$ cat src/rtl/jk_ff_bist.sv
// Stimulus driver and lock-step response checker for one JK flip-flop.
// Drives a fixed j/k sequence, models q internally, and counts mismatches.
module jk_ff_bist #(
  parameter int NUM_VECTORS = 16,
  parameter int IDX_W       = 4,
  parameter int ERR_W       = 8
) (
  input  logic             clk,
  input  logic             rst_n,
  input  logic             start,
  output logic             j,
  output logic             k,
  input  logic             q_in,
  input  logic             qbar_in,
  output logic             busy,
  output logic             done,
  output logic             pass,
  output logic [ERR_W-1:0] err_count,
  output logic [IDX_W-1:0] vec_idx
);

  typedef enum logic [2:0] {
    S_IDLE,
    S_INIT,
    S_RUN,
    S_CHECK,
    S_DONE
  } state_t;

  localparam logic [IDX_W-1:0] LAST =
    IDX_W'(NUM_VECTORS - 1);

  state_t           r_state;
  state_t           w_next;
  logic             r_j;
  logic             r_k;
  logic             r_m;
  logic             r_chk;
  logic [ERR_W-1:0] r_err;
  logic [IDX_W-1:0] r_idx;
  logic [IDX_W-1:0] w_idx_inc;
  logic [IDX_W:0]   w_vec;
  logic             w_j_next;
  logic             w_k_next;
  logic             w_m_next;
  logic             w_mis;
  logic             w_cmp;

  assign w_idx_inc = r_idx + IDX_W'(1);

  always_comb begin
    w_next = r_state;
    unique case (r_state)
      S_IDLE:  if (start) w_next = S_INIT;
      S_INIT:  w_next = S_RUN;
      S_RUN:   if (r_idx == LAST) w_next = S_CHECK;
      S_CHECK: w_next = S_DONE;
      S_DONE:  if (start) w_next = S_INIT;
      default: w_next = S_IDLE;
    endcase
  end

  // j/k are registered, so they are chosen for the state being entered
  always_comb begin
    w_vec    = '0;
    w_j_next = 1'b0;
    w_k_next = 1'b0;
    if (r_state == S_RUN) w_vec = {1'b0, w_idx_inc};
    if (w_next == S_INIT) begin
      w_k_next = 1'b1;
    end else if (w_next == S_RUN) begin
      w_j_next = w_vec[0];
      w_k_next = w_vec[1];
    end
  end

  always_comb begin
    w_m_next = r_m;
    unique case ({r_j, r_k})
      2'b10:   w_m_next = 1'b1;
      2'b01:   w_m_next = 1'b0;
      2'b11:   w_m_next = ~r_m;
      default: w_m_next = r_m;
    endcase
  end

  // case inequality so unknown DUT outputs count as errors
  assign w_mis = (q_in !== r_m) || (qbar_in !== ~r_m);
  assign w_cmp = r_chk &&
                 ((r_state == S_RUN) || (r_state == S_CHECK));

  always_ff @(posedge clk) begin
    if (!rst_n) begin
      r_state <= S_IDLE;
      r_j     <= 1'b0;
      r_k     <= 1'b0;
      r_m     <= 1'b0;
      r_chk   <= 1'b0;
      r_err   <= '0;
      r_idx   <= '0;
    end else begin
      r_state <= w_next;
      r_j     <= w_j_next;
      r_k     <= w_k_next;
      if (r_state == S_INIT) begin
        r_m   <= 1'b0;
        r_chk <= 1'b1;
        r_idx <= '0;
      end else if (r_state == S_RUN) begin
        r_m   <= w_m_next;
        r_idx <= w_idx_inc;
      end
      if ((w_next == S_DONE) || (w_next == S_IDLE))
        r_chk <= 1'b0;
      if (w_next == S_INIT)
        r_err <= '0;
      else if (w_cmp && w_mis && (r_err != '1))
        r_err <= r_err + ERR_W'(1);
    end
  end

  assign j         = r_j;
  assign k         = r_k;
  assign busy      = (r_state == S_INIT) ||
                     (r_state == S_RUN) ||
                     (r_state == S_CHECK);
  assign done      = (r_state == S_DONE);
  assign pass      = done && (r_err == '0);
  assign err_count = r_err;
  assign vec_idx   = r_idx;

endmodule

$ cat config.mk
export PLATFORM = sky130hd
export DESIGN_NAME = jk_ff_bist
export DESIGN_NICKNAME = d
export VERILOG_FILES = /design/src/rtl/jk_ff_bist.sv
export SDC_FILE = /design/constraint.sdc
export NUM_CORES = 1
export LEC_CHECK = 0
export BUFFER_PORTS_ARGS = -buffer_cell sky130_fd_sc_hd__buf_2
export CORE_UTILIZATION = 45
export CTS_CLUSTER_SIZE = 14
export DETAILED_ROUTE_END_ITERATION = 8
export PLACE_DENSITY = 0.65
export SETUP_SLACK_MARGIN = 0.15
export SLEW_MARGIN = 20
export SYNTH_ARGS = -nofsm -noshare
export SYNTH_HDL_FRONTEND = slang
export SYNTH_SLANG_ARGS = --single-unit
$ cat constraint.sdc
create_clock -name clk -period 2.81 [get_ports clk]
set_input_delay 0.562 -clock clk [delete_from_list [all_inputs] [get_ports clk]]
set_output_delay 0.562 -clock clk [all_outputs]
set_load 0.02 [all_outputs]
# [Yosys cells after proc, flatten, opt, wreduce, memory -nomap -nowiden]
# Cells that the tools add are included.
[op_classes] n_addsub=2 n_eq_ne=14 n_mux=7 n_bitwise=4 n_reduce_logical=19
[ops] op="3-bit case mux with 4 select lines" count=1
[ops] op="3-bit by 2-bit equality test with 1-bit output (second input constant)" count=3
[ops] op="8-bit by 1-bit adder with 8-bit output (second input constant)" count=1
[ops] op="8-bit zero test" count=1
[ops] op="8-bit != test (second input constant)" count=1
[ops] op="2-bit OR reduction" count=4
[ops] op="3-bit by 1-bit equality test with 1-bit output (second input constant)" count=2
[ops] op="3-bit equality test (second input constant)" count=2
[ops] op="3-bit zero test" count=2
[ops] op="3-bit two-way mux" count=2
[ops] op="1-bit logical OR" count=5
[ops] op="4-bit by 1-bit adder with 4-bit output (second input constant)" count=1
[ops] op="2-bit equality test (second input constant)" count=2
[ops] op="4-bit equality test (second input constant)" count=1
[ops] op="1-bit logical AND" count=4
[ops] op="1-bit inverter" count=4
[ops] op="4-bit OR reduction" count=1
[ops] op="1-bit case mux with 3 select lines" count=1
[ops] op="3-bit nonzero test" count=1
[ops] op="2-bit by 1-bit equality test with 1-bit output (second input constant)" count=1
[ops] op="1-bit two-way mux" count=2
[ops] op="2-bit two-way mux" count=1
[ops] op="1-bit case inequality test" count=2
[ops] op="2-bit AND reduction" count=1
[totals] reg_bits=19 in_bits=5 out_inout_bits=17 elab_cells=53

# [Logic depth before layout (Yosys ltp)]
[depth] depth_word=6 depth_mapped=6 depth_no_buf=5

# [Worst setup path after synthesis]
# No wires, ideal clock.
[synth_path] kind="flip-flop to output port" start="register r_state[0]" end="output pass" t_arrival_ns=1.515 t_required_ns=2.248 slack_ns=0.733 path_stages_with_launch=7 path_buffers=1 path_cell_list="dfxtp_1 -> buf_2 -> nor2_1 -> nand2_1 -> inv_1 -> nand4_1 -> nor4_1"
[synth_between] elab_chain_cells=2
[synth_lines] element="from (decl)" line="33" source="state_t r_state;"
[synth_lines] element="from (signal assigned)" line="102" source="r_state <= w_next;"
[synth_lines] element="3-bit equality test" line="127" source="assign done = (r_state == S_DONE);"
[synth_lines] element="via done" line="16" source="output logic done,"
[synth_lines] element="1-bit logical AND" line="128" source="assign pass = done && (r_err == '0);"
[synth_lines] element="to (decl)" line="17" source="output logic pass,"
# The timed path passes the listed nets, and every way through them passes these cells.

# [Final worst setup path]
[layout_path] start="register r_state[1]" end="output pass"
[layout_between] elab_chain_cells=2
[layout_lines] element="3-bit equality test" line="127"
[layout_lines] element="1-bit logical AND" line="128"
# No other way between the ends.

==> metrics.log <==
INFO  metric status = finished clean
INFO  metric synthSimpleGateAreaFrac = 0.278
INFO  metric p_leak = 0.444 nW
INFO  metric timing.critical_path.cells = nor2_1 > nand2_1 > inv_1 > nand4_1 > nor4_1 > buf_2
INFO  metric final_core_utilization = 0.558
INFO  metric combinational_family_with_the_most_area_after_synthesis = simple AND/OR/NAND/NOR gates
INFO  metric clock_skew = roughly 2.0 ps
INFO  metric rsz0062_at_grt = no
INFO  metric drt_drc_violations_left = 0
INFO  metric layout_min_cycle_time = approximately 2000 ps
INFO  metric final_worst_path_setup_slack = approximately 800 ps
INFO  metric antenna-diode-count = 0
INFO  metric postRouteAntennaNets = 0
INFO  metric globalRoute.totalOverflow = 0
INFO  metric dp_hpwl = 1.45 mm
INFO  metric holdCritPathClass = flip-flop to flip-flop
INFO  metric fin_crit_sh = 0.721
INFO  metric synthDominantCellAreaShare = 0.391
INFO  metric post_cts_resize_count = 0
INFO  metric dp_slack = slightly below 1000 ps
INFO  metric critical_path.slowest_cell = sky130_fd_sc_hd__dfxtp_1
INFO  metric global_route.usage.total = 0.183
INFO  metric hold_buffers = 0
INFO  metric synthesis.area_per_instance = 9.09 um^2
INFO  metric total_power = 0.479 mW
INFO  metric cpPeakStageDelay = about 400 ps
INFO  metric yosysWarnings = 0
INFO  metric final_layout_size_suffix_gt1_frac = 0.240
INFO  metric fillers = between 150 and 200
INFO  metric layout_area_overhead = 14.9%
INFO  metric cts_buffers = 3
INFO  metric routed_wl = 1.94 mm
INFO  metric initial_utilization = 0.486
INFO  metric max-cap-violations = 0
INFO  metric clk_pin_slew_worst_paths = around 100 ps
INFO  metric drt-vias-per-instance = 5.64
INFO  metric synth_cells = between 100 and 150
INFO  metric synth_sequential_area_ratio = 0.391
INFO  metric cellPowerDensity = about 430 nW/um^2
INFO  metric yosys.cell_types.count = 39
INFO  metric timing.critical_path.from_type = flip-flop
INFO  metric first_global_vias = roughly 800
INFO  metric htree_num_levels = 1
INFO  metric ranking_of_synthesized_cells_by_area = sky130_fd_sc_hd__dfxtp_1 (39%), sky130_fd_sc_hd__a21oi_1 (5.1%), sky130_fd_sc_hd__ha_1 (3.9%), sky130_fd_sc_hd__nor2_1 (3.1%), sky130_fd_sc_hd__nor3b_1 (3.1%)
INFO  metric clkLatencyLatePin = approximately 280 ps
INFO  metric critical_path_arrival = 1470 ps
INFO  metric globalplace.congestion = slightly above 0.8
INFO  metric yosysTopAreaCell = sky130_fd_sc_hd__dfxtp_1
INFO  metric grt_first_pass_wirelength = 3.45 mm
INFO  metric setup_viol = 0
INFO  metric crit_path_max_fanout = 7
INFO  metric synth-xor-area-share = 0.0360
INFO  metric required = 2250 ps
INFO  metric setup_total_negative_slack = 0 ps
INFO  metric yosys.area_share.adder = 0.0386
INFO  metric detailedRoute.firstPassIterationCount = 4
INFO  metric synth_seq_cells = 19
INFO  metric syn-num-nets = around 120
INFO  metric synth-compound-area-share = 0.198
INFO  metric final_nets = 138
INFO  metric crit_path_end_kind = primary output
INFO  metric design.die.area = approximately 2400 um^2
INFO  metric wire_per_inst = 12.4 um
INFO  metric maximum_buffer_depth_of_the_clock_tree = 2
INFO  metric synth_area = 972 um^2
INFO  metric finalMaxSlewViolations = 0
INFO  metric cts.root.buffer_cell = sky130_fd_sc_hd__clkbuf_4
INFO  metric number_of_antenna_violations_at_the_first_check_in_global_routing = 0
INFO  metric worstMarginPinSlew = between 600 and 700 ps
INFO  metric pin_count = 22
INFO  metric vdd_drop_max = 0.000219 V
INFO  metric slew-limit-headroom = 0.573
INFO  metric clock_sink_count = 19
INFO  metric drtIter0Drc = 28
INFO  metric io_buffers = 21
INFO  metric post-cts-setup-buffer-count = 0
INFO  metric largest_net_degree_at_the_start_of_global_routing = 11
INFO  metric fp.dieW = 48.5 um
INFO  metric core_region = 2000 um^2
INFO  metric worstSetupPathType = flip-flop to primary output
INFO  metric via_count = between 800 and 900
INFO  metric die_height = 48.5 um
INFO  metric finalHoldViolations = 0
INFO  metric highest_clock_rate = a little under 500 MHz
INFO  metric cts_tree = built
INFO  metric synthMuxAreaShare = 0.0103
INFO  metric core.rowCount = 16
==> layout by cell type (no fill, tap or decap), drive strengths merged, types with 2 or more instances in the layout <==
master / netlist / layout
a21oi: 10 / 10
a311oi: 2 / 2
a31o: 2 / 2
and2: 3 / 3
and4: 2 / 2
buf: 2 / 21
clkbuf: 1 / 4
dfxtp: 19 / 19
ha: 3 / 3
inv: 7 / 7
nand2: 4 / 4
nand3: 4 / 4
nand3b: 2 / 2
nand4: 4 / 4
nor2: 8 / 8
nor2b: 4 / 4
nor3b: 5 / 5
o21ai: 3 / 3
o31ai: 2 / 2
xnor2: 2 / 2
xor2: 2 / 2
==> critical path, delay by kind of cell, from the launching register on <==
kind	cells	cell delay (ps)
simple gates	4	500
flops	1	390
buf+inv	2	300
==> area by class of cell <==
type / instances / area (um^2) / area share
timing repair buffer: 21 / 105 / 0.0941
clock buffer: 4 / 26.3 / 0.0235
multi-input combinational: 78 / 546 / 0.488
sequential: 19 / 380 / 0.340
inverter: 7 / 26.3 / 0.0235
tap: 27 / 33.8 / 0.0302
==> cells in the mapped netlist, drive strengths merged <==
cell / n
a31oi: 1
o311ai: 1
a41oi: 1
or2b: 1
nand4: 4
ha: 3
buf: 2
nor4: 1
mux2i: 1
or3: 1
dfxtp: 19
o2111ai: 1
or3b: 1
nand2b: 1
inv: 7
o21ai: 3
o41ai: 1
o2111a: 1
and3: 1
a21oi: 10
nand3b: 2
a31o: 2
nand3: 4
and4: 2
clkbuf: 1
or4: 1
nor2b: 4
a311oi: 2
nor2: 8
nor3b: 5
nand2: 4
o31ai: 2
xor2: 2
and2: 3
xnor2: 2
and2b: 1
o21a: 1
==> metrics by stage <==
step / cells / cell area (um^2) / hold slack (ps)
after floorplan: 107 / 972 / 464
after global placement: 152 / 1090 / 446
after detailed placement: 152 / 1090 / 454
after CTS: 156 / 1120 / 470
after global routing: 156 / 1120 / 484
final: 156 / 1120 / 463
==> path summary, 6_finish.rpt <==
path | startpoint | endpoint | slack (ps) | cells past startpoint
max | r_state[1] | pass | 780 | 6
min reg2reg | k | r_m | 460 | 1
max reg2reg | err_count[0] | err_count[4] | 1060 | 5
min | k | r_m | 460 | 1
==> cell families (layout without fill, tap and decap cells) <==
| family | count (synthesis) | count (layout) |
|---|---|---|
| buffers and inverters | 10 | 32 |
| multiplexers | 1 | 1 |
| AND/OR/NAND/NOR | 44 | 44 |
| adder cells (fa/ha/maj) | 3 | 3 |
| XOR/XNOR | 4 | 4 |
| flip-flops | 19 | 19 |
| AO/OA/AOI/OAI | 26 | 26 |
==> power breakdown <==
part           total [mW]  switching (mW)  internal (mW)
registers           0.286         0.00948          0.276
clock network       0.133          0.0777         0.0550
logic              0.0604          0.0359         0.0244
total               0.479           0.123          0.356
==> per-layer routing <==
metal	track usage	vias to the layer above	part of all wire
li1	-	435	-
met1	0.235	416	0.46
met2	0.315	29	0.48
met3	0.0283	0	0.059
met4	0.0588	0	0
met5	0	-	0
==> sequential cells by signal, summed over array words and instances, names as in the netlist <==
name,count
k,1
vec_idx,4
r_chk,1
r_state,3
err_count,8
j,1
r_m,1
No activity file was read; power rests on OpenSTA's default activity.
